### src/rtl/ls_coef_solver_if.sv
// ---------------------------------------------------------------------------
// ls_coef_solver_if
// Handshake and data bundle for the least-squares coefficient solver.
//
// Upstream side (producer -> solver):
//   in_valid, in_ready       input set handshake
//   inv00..inv22             6 unique entries of the symmetric 3x3 inverse
//   xty0..xty2               XTY vector (sum y, sum x*y, sum x^2*y)
//   in_singular              upstream determinant was zero
// Downstream side (solver -> consumer):
//   out_valid, out_ready     result handshake
//   beta0..beta2             signed regression coefficients
//   out_err                  result came from a singular input
//
// Modports:
//   master : the environment that feeds inputs and consumes results
//   slave  : the solver itself
// ---------------------------------------------------------------------------
interface ls_coef_solver_if #(
  parameter int INV_W = 32,
  parameter int XTY_W = 24,
  parameter int OUT_W = 32
);
  logic                    in_valid;
  logic                    in_ready;
  logic signed [INV_W-1:0] inv00;
  logic signed [INV_W-1:0] inv01;
  logic signed [INV_W-1:0] inv02;
  logic signed [INV_W-1:0] inv11;
  logic signed [INV_W-1:0] inv12;
  logic signed [INV_W-1:0] inv22;
  logic signed [XTY_W-1:0] xty0;
  logic signed [XTY_W-1:0] xty1;
  logic signed [XTY_W-1:0] xty2;
  logic                    in_singular;
  logic                    out_valid;
  logic                    out_ready;
  logic signed [OUT_W-1:0] beta0;
  logic signed [OUT_W-1:0] beta1;
  logic signed [OUT_W-1:0] beta2;
  logic                    out_err;

  modport master (
    output in_valid,
    output inv00, inv01, inv02, inv11, inv12, inv22,
    output xty0, xty1, xty2,
    output in_singular,
    output out_ready,
    input  in_ready,
    input  out_valid,
    input  beta0, beta1, beta2,
    input  out_err
  );

  modport slave (
    input  in_valid,
    input  inv00, inv01, inv02, inv11, inv12, inv22,
    input  xty0, xty1, xty2,
    input  in_singular,
    input  out_ready,
    output in_ready,
    output out_valid,
    output beta0, beta1, beta2,
    output out_err
  );
endinterface

### src/rtl/ls_coef_solver.sv
// ---------------------------------------------------------------------------
// ls_coef_solver
// Computes beta = inv(XTX) * XTY for the quadratic regression path using a
// single time-multiplexed signed multiplier feeding a MAC accumulator.
// Nine products are formed, one per cycle, column-inner / row-outer; at the
// end of each row the accumulated sum is rounded (half toward +inf), shifted
// down by INV_FRAC fractional bits and saturated to OUT_W.
//
// Ports:
//   clk   rising-edge clock
//   rst   asynchronous active-high reset
//   bus   ls_coef_solver_if.slave: input set handshake (inverse entries,
//         XTY vector, singular flag) and result handshake (betas, error)
// ---------------------------------------------------------------------------
module ls_coef_solver #(
  parameter int INV_W    = 32,
  parameter int INV_FRAC = 16,
  parameter int XTY_W    = 24,
  parameter int OUT_W    = 32,
  parameter int ACC_W    = INV_W + XTY_W + 2
) (
  input  logic               clk,
  input  logic               rst,
  ls_coef_solver_if.slave    bus
);

  localparam int PROD_W = INV_W + XTY_W;
  localparam int RND_W  = ACC_W + 1;

  localparam logic signed [RND_W-1:0] RND_HALF = RND_W'(1) << (INV_FRAC - 1);
  localparam logic signed [OUT_W-1:0] OUT_MAX  = {1'b0, {(OUT_W-1){1'b1}}};
  localparam logic signed [OUT_W-1:0] OUT_MIN  = {1'b1, {(OUT_W-1){1'b0}}};

  typedef enum logic [1:0] {
    IDLE = 2'd0,
    MAC  = 2'd1,
    DONE = 2'd2
  } state_t;

  state_t                  state_q, state_d;
  logic [1:0]              row_q, row_d;
  logic [1:0]              col_q, col_d;
  logic signed [ACC_W-1:0] acc_q, acc_d;
  logic signed [INV_W-1:0] inv_q [0:5];
  logic signed [INV_W-1:0] inv_d [0:5];
  logic signed [XTY_W-1:0] xty_q [0:2];
  logic signed [XTY_W-1:0] xty_d [0:2];
  logic signed [OUT_W-1:0] beta_q [0:2];
  logic signed [OUT_W-1:0] beta_d [0:2];
  logic                    err_q, err_d;
  logic                    valid_q, valid_d;

  logic signed [INV_W-1:0]  coef;
  logic signed [XTY_W-1:0]  xsel;
  logic signed [PROD_W-1:0] prod;
  logic signed [ACC_W-1:0]  sum;
  logic signed [RND_W-1:0]  rnd;
  logic signed [RND_W-1:0]  shifted;
  logic signed [OUT_W-1:0]  satv;

  // Operand select for the shared multiplier. The inverse is symmetric, so
  // only 6 entries are stored: index 0..5 = inv00, inv01, inv02, inv11,
  // inv12, inv22, and mirrored (row, col) pairs map to the same slot.
  always_comb begin
    coef = inv_q[0];
    case ({row_q, col_q})
      4'b00_00: coef = inv_q[0];
      4'b00_01: coef = inv_q[1];
      4'b00_10: coef = inv_q[2];
      4'b01_00: coef = inv_q[1];
      4'b01_01: coef = inv_q[3];
      4'b01_10: coef = inv_q[4];
      4'b10_00: coef = inv_q[2];
      4'b10_01: coef = inv_q[4];
      4'b10_10: coef = inv_q[5];
      default:  coef = inv_q[0];
    endcase

    xsel = xty_q[0];
    case (col_q)
      2'd0:    xsel = xty_q[0];
      2'd1:    xsel = xty_q[1];
      2'd2:    xsel = xty_q[2];
      default: xsel = xty_q[0];
    endcase
  end

  // Multiply, accumulate, round and saturate. The rounding add is done one
  // bit wider than the accumulator so a near-full-scale sum cannot wrap
  // before the shift.
  always_comb begin
    prod    = PROD_W'(coef) * PROD_W'(xsel);
    sum     = acc_q + ACC_W'(prod);
    rnd     = RND_W'(sum) + RND_HALF;
    shifted = rnd >>> INV_FRAC;
    if (shifted > RND_W'(OUT_MAX)) begin
      satv = OUT_MAX;
    end else if (shifted < RND_W'(OUT_MIN)) begin
      satv = OUT_MIN;
    end else begin
      satv = shifted[OUT_W-1:0];
    end
  end

  // Next-state and datapath update. The singular path enters DONE with
  // out_valid still low and raises it one cycle later, so a singular result
  // is presented one cycle after acceptance; the MAC path raises out_valid
  // on the same edge as its ninth product.
  always_comb begin
    state_d = state_q;
    row_d   = row_q;
    col_d   = col_q;
    acc_d   = acc_q;
    inv_d   = inv_q;
    xty_d   = xty_q;
    beta_d  = beta_q;
    err_d   = err_q;
    valid_d = valid_q;

    case (state_q)
      IDLE: begin
        if (bus.in_valid) begin
          inv_d[0] = bus.inv00;
          inv_d[1] = bus.inv01;
          inv_d[2] = bus.inv02;
          inv_d[3] = bus.inv11;
          inv_d[4] = bus.inv12;
          inv_d[5] = bus.inv22;
          xty_d[0] = bus.xty0;
          xty_d[1] = bus.xty1;
          xty_d[2] = bus.xty2;
          if (bus.in_singular) begin
            beta_d[0] = '0;
            beta_d[1] = '0;
            beta_d[2] = '0;
            err_d     = 1'b1;
            state_d   = DONE;
          end else begin
            err_d   = 1'b0;
            row_d   = 2'd0;
            col_d   = 2'd0;
            acc_d   = '0;
            state_d = MAC;
          end
        end
      end

      MAC: begin
        if (col_q == 2'd2) begin
          beta_d[row_q] = satv;
          acc_d         = '0;
          col_d         = 2'd0;
          if (row_q == 2'd2) begin
            row_d   = 2'd0;
            valid_d = 1'b1;
            state_d = DONE;
          end else begin
            row_d = row_q + 2'd1;
          end
        end else begin
          acc_d = sum;
          col_d = col_q + 2'd1;
        end
      end

      DONE: begin
        if (!valid_q) begin
          valid_d = 1'b1;
        end else if (bus.out_ready) begin
          valid_d = 1'b0;
          state_d = IDLE;
        end
      end

      default: begin
        state_d = IDLE;
        valid_d = 1'b0;
      end
    endcase
  end

  // State register. Reset clears everything, including a half-finished MAC,
  // so a partial result can never be presented as valid.
  always_ff @(posedge clk or posedge rst) begin
    if (rst) begin
      state_q <= IDLE;
      row_q   <= 2'd0;
      col_q   <= 2'd0;
      acc_q   <= '0;
      inv_q   <= '{default: '0};
      xty_q   <= '{default: '0};
      beta_q  <= '{default: '0};
      err_q   <= 1'b0;
      valid_q <= 1'b0;
    end else begin
      state_q <= state_d;
      row_q   <= row_d;
      col_q   <= col_d;
      acc_q   <= acc_d;
      inv_q   <= inv_d;
      xty_q   <= xty_d;
      beta_q  <= beta_d;
      err_q   <= err_d;
      valid_q <= valid_d;
    end
  end

  assign bus.in_ready  = (state_q == IDLE);
  assign bus.out_valid = valid_q;
  assign bus.beta0     = beta_q[0];
  assign bus.beta1     = beta_q[1];
  assign bus.beta2     = beta_q[2];
  assign bus.out_err   = err_q;

endmodule

### src/flat_wrapper.sv
// flat-port wrapper written by rule: the top's interface ports become plain ports
module ls_coef_solver_flat 
#(
  parameter int INV_W    = 32,
  parameter int INV_FRAC = 16,
  parameter int XTY_W    = 24,
  parameter int OUT_W    = 32,
  parameter int ACC_W    = INV_W + XTY_W + 2
)
  (clk, rst, bus_in_valid, bus_inv00, bus_inv01, bus_inv02, bus_inv11, bus_inv12, bus_inv22, bus_xty0, bus_xty1, bus_xty2, bus_in_singular, bus_out_ready, bus_in_ready, bus_out_valid, bus_beta0, bus_beta1, bus_beta2, bus_out_err);
  ls_coef_solver_if #(.INV_W(INV_W), .XTY_W(XTY_W), .OUT_W(OUT_W)) bus_i ();
  input  logic clk;
  input  logic rst;
  input wire logic [$bits(bus_i.in_valid)-1:0] bus_in_valid;
  input wire logic [$bits(bus_i.inv00)-1:0] bus_inv00;
  input wire logic [$bits(bus_i.inv01)-1:0] bus_inv01;
  input wire logic [$bits(bus_i.inv02)-1:0] bus_inv02;
  input wire logic [$bits(bus_i.inv11)-1:0] bus_inv11;
  input wire logic [$bits(bus_i.inv12)-1:0] bus_inv12;
  input wire logic [$bits(bus_i.inv22)-1:0] bus_inv22;
  input wire logic [$bits(bus_i.xty0)-1:0] bus_xty0;
  input wire logic [$bits(bus_i.xty1)-1:0] bus_xty1;
  input wire logic [$bits(bus_i.xty2)-1:0] bus_xty2;
  input wire logic [$bits(bus_i.in_singular)-1:0] bus_in_singular;
  input wire logic [$bits(bus_i.out_ready)-1:0] bus_out_ready;
  output wire logic [$bits(bus_i.in_ready)-1:0] bus_in_ready;
  output wire logic [$bits(bus_i.out_valid)-1:0] bus_out_valid;
  output wire logic [$bits(bus_i.beta0)-1:0] bus_beta0;
  output wire logic [$bits(bus_i.beta1)-1:0] bus_beta1;
  output wire logic [$bits(bus_i.beta2)-1:0] bus_beta2;
  output wire logic [$bits(bus_i.out_err)-1:0] bus_out_err;
  assign bus_i.in_valid = bus_in_valid;
  assign bus_i.inv00 = bus_inv00;
  assign bus_i.inv01 = bus_inv01;
  assign bus_i.inv02 = bus_inv02;
  assign bus_i.inv11 = bus_inv11;
  assign bus_i.inv12 = bus_inv12;
  assign bus_i.inv22 = bus_inv22;
  assign bus_i.xty0 = bus_xty0;
  assign bus_i.xty1 = bus_xty1;
  assign bus_i.xty2 = bus_xty2;
  assign bus_i.in_singular = bus_in_singular;
  assign bus_i.out_ready = bus_out_ready;
  assign bus_in_ready = bus_i.in_ready;
  assign bus_out_valid = bus_i.out_valid;
  assign bus_beta0 = bus_i.beta0;
  assign bus_beta1 = bus_i.beta1;
  assign bus_beta2 = bus_i.beta2;
  assign bus_out_err = bus_i.out_err;
  ls_coef_solver #(.INV_W(INV_W), .INV_FRAC(INV_FRAC), .XTY_W(XTY_W), .OUT_W(OUT_W), .ACC_W(ACC_W)) u_core (.clk(clk), .rst(rst), .bus(bus_i));
endmodule
### config.mk
export PLATFORM = sky130hd
export DESIGN_NAME = ls_coef_solver_flat
export DESIGN_NICKNAME = d
export VERILOG_FILES = /design/src/rtl/ls_coef_solver_if.sv /design/src/rtl/ls_coef_solver.sv /design/src/flat_wrapper.sv
export SDC_FILE = /design/constraint.sdc
export NUM_CORES = 2
export LEC_CHECK = 0
export CELL_PAD_IN_SITES_DETAIL_PLACEMENT = 0
export CELL_PAD_IN_SITES_GLOBAL_PLACEMENT = 1
export CORE_ASPECT_RATIO = 0.75
export CORE_UTILIZATION = 25
export CTS_BUF_LIST = sky130_fd_sc_hd__clkbuf_8 sky130_fd_sc_hd__clkbuf_16
export CTS_CLUSTER_SIZE = 10
export DETAILED_ROUTE_END_ITERATION = 6
export HOLD_SLACK_MARGIN = 0.02
export PLACE_DENSITY = 0.51
export SYNTH_ARGS = -nofsm -noshare
export SYNTH_HDL_FRONTEND = slang
export SYNTH_SLANG_ARGS = --single-unit
### constraint.sdc
create_clock -name clk -period 19.2 [get_ports clk]
set_input_delay 5.76 -clock clk [delete_from_list [all_inputs] [get_ports clk]]
set_output_delay 5.76 -clock clk [all_outputs]
set_load 0.02 [all_outputs]
==> out/results.ini <==
[synth]
synth_simple_gate_area_share_pct=12.2
synth_top_family_by_area=adder cells
syn_area_per_cell_um2=9.67
synthAdderAreaFrac_pct=39.5
ys_ff_latch=426
syn_inst=5067
synth.net_count=6373
synth_compound_area_share_pct=9.53
muxShareOfSynthArea_pct=6.39
seq_area_frac_synth_pct=21.7
yosysWarnings=0
synth-xor-area-share_pct=1.48
synth_cell_types=100
synthArstFlopShare_pct=100
synth_edf_count=0
syn_area_mm2=0.0490
ys.flop_type=dfrtp_1

[setup_path]
crit_type=reg -> reg
critical_path_required_ns=19.72
reg2reg_depth=39
slowest_delay_ns=0.86
startpoint=u_core.col_q[0]
crit_fanout=81
cp_common_cell=fa_1
critPathCaptureType=flip-flop
r2r_start=u_core.col_q[0]
worstPathArrival_ns=14.93
crit_path_top_delay_cell=nor4_2
setup.worst_path.start_class=flip-flop
timing.rr.end=u_core.bus.beta0[27]
r2r_slack_ns=4.79

[die]
dieHeight_um=385
die_width_um=513
rows=140
io_pins=368
fp.coreArea_mm2=0.194
start_util_pct=25.2
die-area_mm2=0.198

[clock_network]
clockBufferDepth=3
clock-sinks=426
hold_buffers=0
path_clk_slew_ns=0.06
ctsResizeCount=0
root_buffer=clkbuf_16
clk_latency_ns=0.69
cts_tree=yes
postCtsSetupBuffers=0
numCtsBuffers=55
h-tree-depth=2

[route]
drt_iter0_drc=2681
vias_per_cell=4.68
firstDrtPassIters=6
final_antenna_net_count=0
route.detailed.drc=0
vias=37100
wl_per_cell_um=22.8
wl_um=180000

[global_route]
grt_overflow=0
grt_util_all_layers_pct=18.6
grt_pass1_vias=40400
antenna_found_initial=16
grt_pass1_wl_um=273000
grt_start_max_net_pins=158

[placed_design]
gp_congestion=0.897
port_buffers=367
hpwl_um=145000

[sta]
hold_viol_final=0
drv_slew=0
worst_pin_slew_ns=1.37
fmax_mhz=69.4
setup_tns_ns=0
skew_ns=0.0625
rsz0062_at_grt=false
slew_headroom_pct=7.80
setup_viol=0
finalCritPeriodShare_pct=75.1
period_minus_slack_ns=14.41

[job]
maxCapViolCount=0

[cells_and_area]
final_layout_size_suffix_gt1_share_pct=10.5
area_delta_synth_final_pct=17.5
nets=6645

[run_status]
status=finished, final reports clean

[hold_path]
worstHoldPathType=reg -> reg
hold_end=u_core.bus.beta0[30]
holdPathStages=2
worst_hold_startpoint=u_core.bus.beta0[30]

## cell usage in the layout (no fill, tap or decap), drive strengths merged, types with 9 or more instances in the layout
| cell | count |
|---|---|
| o21ai | 214 |
| nand2b | 27 |
| o211ai | 26 |
| nand3 | 61 |
| dfrtp | 426 |
| fa | 850 |
| clkbuf | 63 |
| xnor2 | 52 |
| nor2 | 401 |
| xor2 | 29 |
| buf | 118 |
| or2 | 9 |
| a21o | 33 |
| a21boi | 12 |
| nor2b | 14 |
| a211oi | 17 |
| clkdlybuf4s50 | 367 |
| nand2 | 685 |
| inv | 907 |
| a22o | 29 |
| a21oi | 170 |
| nor4 | 11 |
| a222oi | 32 |
| o21a | 39 |
| and2 | 31 |
| a22oi | 59 |
| ha | 187 |
| nor3 | 31 |
| mux2 | 271 |
| nand4 | 44 |
| or3 | 13 |
## final cells by class
cell class                      count  area (um^2)
Multi-Input combinational cell   3474        34100
Clock buffer                       62         1470
Clock inverter                     22          228
Sequential cell                   426        10700
Timing Repair Buffer              486         4590
Inverter                          896         3370
Antenna cell                        5         12.5
Fill cell                       20500       137000
Tap cell                         2556         3200
## worst max-delay path by stage
stage	end	slack (ns)	cells after the start
final	u_core.bus.beta0[27]	4.79	39
after global routing	u_core.bus.beta0[26]	3.79	39
after CTS	u_core.bus.beta0[26]	5.01	39
after detailed placement	u_core.bus.beta0[26]	5.11	39
after global placement	u_core.bus.beta0[25]	5.35	37
after floorplan	u_core.acc_q[0]	1.58	1
## flip-flops by register name (all words and copies together), names as in the netlist
register and flops:
u_core.bus.out_err 1, u_core.bus.beta2 32, u_core.state_q 2, u_core.row_q 2, u_core.bus.out_valid 1, u_core.bus.beta0 32
u_core.col_q 2, u_core.xty_q 72, u_core.bus.beta1 32, u_core.acc_q 58, u_core.inv_q 192
## metal layers
| layer | vias up | share of wire, % | track usage [%] |
|---|---|---|---|
| li1 | 16500 | - | - |
| met1 | 19600 | 46 | 25.6 |
| met2 | 823 | 47 | 31.1 |
| met3 | 128 | 5.4 | 2.82 |
| met4 | 0 | 1.4 | 2.98 |
| met5 | - | 0 | 0 |
## per-stage QoR
step           cells  hold WS, ns  util, %  setup WS [ns]  cell area [um^2]
3_5_place_dp    7837        0.475     28.7           5.11             55900
3_3_place_gp    7836        0.469     28.7           5.35             55900
5_1_grt         7926        0.513     29.6           3.79             57600
2_1_floorplan   5067        0.450        -           1.58             49000
6_report        7927        0.481     29.6           4.79             57600
4_1_cts         7921        0.487     29.6           5.01             57600
## synth_stat cells (6+ instances only)
master    count  share of area (%)
inv_1       896                6.9
fa_1        850                 35
nand2_1     682                5.2
dfrtp_1     426                 22
nor2_1      401                3.1
mux2_2      269                6.2
clkbuf_1    212                1.6
ha_1        187                4.8
a21oi_1     166                1.7
o21ai_1     125                1.3
o21ai_0      87               0.89
a22oi_1      59               0.90
nand3_1      58               0.59
xnor2_1      51               0.91
nand4_1      41               0.52
o21a_1       39               0.60
a21o_1       33               0.51
a222oi_1     32               0.65
and2_1       31               0.40
nor3_1       30               0.31
a22o_1       29               0.52
xor2_1       28               0.50
nand2b_1     27               0.34
o211ai_1     25               0.38
buf_2        22               0.22
buf_1        19               0.15
nor2b_1      14               0.18
or3_1        13               0.17
a211oi_1     12               0.18
buf_6        11               0.25
and3_1        8               0.10
mux2i_1       8               0.16
buf_4         7               0.11
o211a_1       7               0.14
o21bai_1      7               0.11
o31ai_1       7               0.11
a21boi_0      6              0.092
or2_2         6              0.077
## logic make-up after synthesis
group,after synthesis
simple gates,1367
buf+inv,1167
fa+ha+maj,1037
compound gates,710
flops,426
mux,279
xor+xnor,81
## critical path, delay by kind of cell (launching register included)
family                   cells  cell delay, ns
AND/OR/NAND/NOR             13            5.20
adder cells (fa/ha/maj)      9            4.97
buffers and inverters        9            1.72
AO/OA/AOI/OAI                6            1.49
flip-flops                   1            0.39
multiplexers                 2            0.32
Power is not shown: default switching activity piles up to over one toggle a cycle in this logic, so the estimate is an artifact.
